$ cat config.mk
export PLATFORM = sky130hd
export DESIGN_NAME = cpu_run_ctrl
export DESIGN_NICKNAME = d
export VERILOG_FILES = /design/src/rtl/cpu_run_ctrl_pkg.sv /design/src/rtl/cpu_run_ctrl_counter.sv /design/src/rtl/cpu_run_ctrl.sv
export SDC_FILE = /design/constraint.sdc
export NUM_CORES = 1
export LEC_CHECK = 0
export ABC_AREA = 1
export CAP_MARGIN = 40
export CORE_MARGIN = 3
export CORE_UTILIZATION = 51
export CTS_CLUSTER_SIZE = 28
export DETAILED_ROUTE_END_ITERATION = 10
export PLACE_DENSITY = 0.78
export SLEW_MARGIN = 10
export SYNTH_ARGS = -nofsm -noshare
export SYNTH_HDL_FRONTEND = slang
export SYNTH_SLANG_ARGS = --single-unit
$ cat constraint.sdc
create_clock -name clk -period 2.3 [get_ports clk]
set_input_delay 0.46 -clock clk [delete_from_list [all_inputs] [get_ports clk]]
set_output_delay 0.46 -clock clk [all_outputs]
set_load 0.05 [all_outputs]
$ cat src/rtl/cpu_run_ctrl_pkg.sv
// Shared state encoding and default parameters
// for the boot-and-run sequencer.
package cpu_run_ctrl_pkg;

   typedef enum logic [2:0] {
      S_IDLE    = 3'd0,
      S_LOAD    = 3'd1,
      S_RELEASE = 3'd2,
      S_RUN     = 3'd3,
      S_DONE    = 3'd4
   } run_state_t;

   localparam int XLEN_DEF        = 32;
   localparam int IMEM_AW_DEF     = 10;
   localparam int RELEASE_DLY_DEF = 2;
   localparam int CNT_W_DEF       = 32;
   localparam int TIMEOUT_DEF     = 0;

endpackage

$ cat src/rtl/cpu_run_ctrl_counter.sv
// Saturating up-counter with synchronous clear
// and a terminal-count compare.
module run_counter
   import cpu_run_ctrl_pkg::*;
#(
   parameter int W = CNT_W_DEF
) (
   input  logic         clk,
   input  logic         rst,
   input  logic         clr,
   input  logic         en,
   input  logic [W-1:0] term,
   output logic [W-1:0] cnt,
   output logic         at_term
);

   always_ff @(posedge clk) begin
      if (!rst) begin
         cnt <= '0;
      end else if (clr) begin
         cnt <= '0;
      end else if (en && (cnt != '1)) begin
         cnt <= cnt + 1'b1;
      end
   end

   assign at_term = (cnt == term);

endmodule

$ cat src/rtl/cpu_run_ctrl.sv
// Boot-and-run sequencer: loads imem, releases
// core reset, then runs free or single-step.
module cpu_run_ctrl
   import cpu_run_ctrl_pkg::*;
#(
   parameter int XLEN        = XLEN_DEF,
   parameter int IMEM_AW     = IMEM_AW_DEF,
   parameter int RELEASE_DLY = RELEASE_DLY_DEF,
   parameter int CNT_W       = CNT_W_DEF,
   parameter int TIMEOUT     = TIMEOUT_DEF
) (
   input  logic               clk,
   input  logic               rst,
   input  logic               start,
   input  logic               ld_valid,
   output logic               ld_ready,
   input  logic [XLEN-1:0]    ld_data,
   input  logic               ld_last,
   output logic               imem_we,
   output logic [IMEM_AW-1:0] imem_addr,
   output logic [XLEN-1:0]    imem_wdata,
   output logic               core_rst,
   output logic               core_pc_en,
   input  logic               step_mode,
   input  logic               step,
   input  logic               halt_in,
   output logic               busy,
   output logic               done,
   output logic               timed_out,
   output logic               load_ovf,
   output logic [CNT_W-1:0]   cycle_cnt
);

   localparam logic [CNT_W-1:0] DLY_TERM =
      CNT_W'(RELEASE_DLY > 0 ? RELEASE_DLY - 1 : 0);
   localparam logic [CNT_W-1:0] TO_TERM =
      CNT_W'(TIMEOUT > 0 ? TIMEOUT - 1 : 0);

   run_state_t         state;
   logic [IMEM_AW-1:0] addr;
   logic               hs;
   logic               at_top;
   logic               load_end;
   logic               grant;
   logic               pc_cyc;
   logic               to_hit;
   logic               go_load;
   logic               cyc_clr;
   logic               cyc_at_term;
   logic               dly_clr;
   logic               dly_en;
   logic               dly_at_term;
   logic [CNT_W-1:0]   dly_cnt_unused;

   assign hs       = ld_valid & ld_ready;
   assign at_top   = &addr;
   assign load_end = hs & (ld_last | at_top);
   assign grant    = ~step_mode | step;
   assign pc_cyc   = (state == S_RUN) & core_pc_en;
   assign to_hit   = (TIMEOUT != 0) & pc_cyc
                   & cyc_at_term;
   assign go_load  = start
                   & ((state == S_IDLE)
                   | (state == S_DONE));

   assign imem_we    = hs;
   assign imem_addr  = addr;
   assign imem_wdata = ld_data;

   // cycle_cnt restarts on a new load and on
   // leaving LOAD, so DONE holds the final count
   assign cyc_clr = go_load
                  | ((state == S_LOAD) & load_end);
   assign dly_clr = (state == S_LOAD) & load_end;
   assign dly_en  = (state == S_RELEASE);

   run_counter #(.W(CNT_W)) u_cyc (
      .clk     (clk),
      .rst     (rst),
      .clr     (cyc_clr),
      .en      (pc_cyc),
      .term    (TO_TERM),
      .cnt     (cycle_cnt),
      .at_term (cyc_at_term)
   );

   run_counter #(.W(CNT_W)) u_dly (
      .clk     (clk),
      .rst     (rst),
      .clr     (dly_clr),
      .en      (dly_en),
      .term    (DLY_TERM),
      .cnt     (dly_cnt_unused),
      .at_term (dly_at_term)
   );

   always_ff @(posedge clk) begin
      if (!rst) begin
         state      <= S_IDLE;
         addr       <= '0;
         core_rst   <= 1'b1;
         core_pc_en <= 1'b0;
         ld_ready   <= 1'b0;
         busy       <= 1'b0;
         done       <= 1'b0;
         timed_out  <= 1'b0;
         load_ovf   <= 1'b0;
      end else begin
         unique case (state)
            S_IDLE, S_DONE: begin
               if (start) begin
                  state     <= S_LOAD;
                  addr      <= '0;
                  core_rst  <= 1'b1;
                  ld_ready  <= 1'b1;
                  busy      <= 1'b1;
                  done      <= 1'b0;
                  timed_out <= 1'b0;
                  load_ovf  <= 1'b0;
               end
            end
            S_LOAD: begin
               if (hs) begin
                  if (!at_top) addr <= addr + 1'b1;
                  // last slot filled without ld_last
                  // ends the load rather than wrapping
                  if (ld_last || at_top) begin
                     load_ovf <= ~ld_last;
                     ld_ready <= 1'b0;
                     core_rst <= 1'b0;
                     if (RELEASE_DLY == 0) begin
                        state      <= S_RUN;
                        core_pc_en <= grant;
                     end else begin
                        state <= S_RELEASE;
                     end
                  end
               end
            end
            S_RELEASE: begin
               if (dly_at_term) begin
                  state      <= S_RUN;
                  core_pc_en <= grant;
               end
            end
            S_RUN: begin
               if (halt_in || to_hit) begin
                  state      <= S_DONE;
                  core_pc_en <= 1'b0;
                  busy       <= 1'b0;
                  done       <= 1'b1;
                  timed_out  <= ~halt_in;
               end else begin
                  core_pc_en <= grant;
               end
            end
            default: begin
               state <= S_IDLE;
            end
         endcase
      end
   end

endmodule

==> impl_metrics.yaml, run 1 <==
floorplan:
  core_region_area_mm2: 0.00991
  die_area_mm2: 0.0116
  dieHeight_um: 108
  ios: 122
  num_rows: 36
  start_util_pct: 53.2
  die_width_um: 108
synth:
  syn_avg_cell_area_um2: 6.16
  synth_most_common_cell: "nand2_1"
  ys_ff_latch: 84
  synth-edff-count: 0
  yosys-top-cells-count: "nand2_1 (310), nor2_1 (162), dfxtp_1 (84)"
  yosysSeqAreaShare_pct: 31.9
  synth_cell_type_count: 31
  synth_area_leader_cell: "dfxtp_1"
  synth_area_leaders: "dfxtp_1 (32%), nand2_1 (22%), nor2_1 (12%)"
  syn_inst: 856
  ys.flop_type: "dfxtp_1"
  synth.top_cell.area_share_pct: 31.9
  syn_nets: 900
  synth_warnings: 0
  synthArstFlopShare_pct: 0
  synth_area_mm2: 0.00527
routing:
  num_vias: 5085
  drt-initial-drc-count: 324
  first_pass_iters: 5
  route.detailed.drc: 0
  wl_per_cell_um: 11.7
  viasPerCell: 4.98
  ant_nets: 0
  routed_wl_mm: 11.9
job:
  drv_cap: 0
critical_path:
  critPathKind: "reg2out"
  path_cells: "clkdlybuf4s50_1"
  crit_family: "buffers and inverters"
  crit_start: "u_cyc.cnt[16]"
  critPathCaptureType: "output pin"
  cpPeakStageDelay_ns: 0.86
  crit_required_ns: 1.84
  crit_fanout: 6
  start_kind: "flip-flop"
  arrival_ns: 1.69
  crit_slowest_cell: "clkdlybuf4s50_1"
  critPathBufInv: 1
  r2r-start: "imem_addr[0]"
cts:
  cts_tree: "done"
  cts.sinks: 84
  numCtsBuffers: 9
  h-tree-depth: 3
  clk_latency_ns: 0.38
  cts_root_buf: "clkbuf_8"
  postCtsSetupBuffers: 0
  cts_resized: 0
  ctsHoldBuffers: 0
  clkTransAtPathRegs_ns: 0.09
  cts-root-to-sink-buffers: 2
sta:
  max_freq_ghz: 0.464
  period_share_pct: 93.7
  slew_violations: 0
  relSlewSlack_pct: 66.1
  finalClockSkew_ns: 0.0147
  setup_viol: 0
  finalHoldViolCount: 0
  rsz0062_at_grt: "no"
  min_period_ns: 2.15
  tightestPinTransition_ns: 0.507
  setup_tns_ns: 0
min_path:
  min_from: "core_rst"
  holdCritPathClass: "reg2reg"
finish:
  finalNetCount: 927
  fillers: 991
  final-seq-area_mm2: 0.00168
  syn_to_final_growth_pct: 12.6
  drive_above_1_share_pct: 6.42
  multiInputGateArea_mm2: 0.00301
  instances_no_fill: 1021
  antenna_cells: 0
placement:
  gp_congestion: 0.921
  dp.cells: 1005
  place.port_buffers: 57
  dpl.hpwl_mm: 8.95
power_and_ir_drop:
  vdd_drop_max_uv: 375
  powerDensity_mw_per_mm2: 635
  leakagePower_nw: 2.11
outcome:
  status: "complete, no violations"
global_route:
  grt_max_degree: 36
  grt_antenna_before_repair: 0
  grt_overflow: 0
  grt_usage_pct: 21.5
  grt_pass1_wl_mm: 20.4
  grt_pass1_vias: 4484
cells by family (layout without fill, tap and decap cells):
logic type	count (synthesis)	count (layout)	share of synthesized area, %
AOI/OAI and AO/OA	79	79	7.76
adders and majority gates	4	4	0.949
buffers and inverters	108	140	11.0
xor gates and xnor gates	26	26	4.32
and+or+nand+nor	555	555	44.1
DFF	84	84	31.9
cells in the final DEF, fill, tap and decap left out, types with 2 or more instances in the layout:
master,netlist,routed
nand4_1,6,6
nor2_4,5,5
dfxtp_1,84,84
clkdlybuf4s50_1,0,56
nand3_1,34,34
nand2_4,3,3
nor2_2,4,4
buf_4,38,8
nor3_1,7,7
a21oi_1,59,59
nand2_2,4,4
clkbuf_8,0,11
inv_1,49,49
o21bai_1,3,3
nor2_1,162,162
ha_1,4,4
nand3b_1,14,14
xor2_1,17,17
o21ai_0,15,15
inv_2,9,9
clkinv_4,0,2
nand3_2,2,2
xnor2_1,9,9
nand2_1,310,310
path summary, 6_finish.rpt:
kind	endpoint	slack, ns	cells after the start
setup / recovery	cycle_cnt[16]	0.15	1
setup reg to reg	u_cyc.cnt[0]	0.35	11
hold reg to reg	core_rst	0.46	2
hold / removal	core_rst	0.46	2
metal layers:
metal  up-vias  GRT usage [%]  part of all wire [%]
met5         -              0                     0
met4         0           8.48                   1.9
met3        21           3.18                   4.8
met2       112           34.7                    46
met1      2264           28.7                    48
li1       2688              -                     -
through the flow:
stage	power [W]	instance area (µm²)	worst slack (ns)	util, %	hold slack [ns]
6_report	0.00377	5930	0.145	59.9	0.464
5_1_grt	0.00398	5930	0.0715	59.9	0.499
4_1_cts	0.00379	5930	0.137	59.9	0.468
3_5_place_dp	0.00267	5720	0.195	57.8	0.455
3_3_place_gp	0.00266	5720	0.262	57.8	0.456
2_1_floorplan	0.00259	5270	0.219	-	0.477
sequential cells by signal, indices dropped and copies added, names as in the netlist, 3 cells and up:
register	cells
u_dly.cnt	32
state	3
imem_addr	10
u_cyc.cnt	32
report_power, final:
group	leakage [nW]	internal (W)	switching [W]
registers	0.678	0.00152	0.0000720
logic	1.32	0.000286	0.000758
clock network	0.106	0.000563	0.000569
final cells by class:
cell class / instances / area share [%]
multi-input cells: 664 / 50.7
flip-flops and latches: 84 / 28.3
repair buffers: 65 / 10.8
inverters: 59 / 3.77
well taps: 133 / 2.80
clock buffers: 11 / 2.55
clock inverters: 5 / 1.01
Note: power is estimated with default switching activity, not from simulation.
==> inputs of run 2 (changes only) <==
Settings changed: ABC_CLOCK_PERIOD_IN_PS from default to 2300.
==> results of run 2 <==
Final layout, timing and power as in run 1 (identical DEF).
==> inputs of run 3 (changes only) <==
Settings changed: CTS_CLUSTER_DIAMETER from default to 120.
==> results of run 3 <==
Final layout, timing and power as in run 1 (identical DEF).
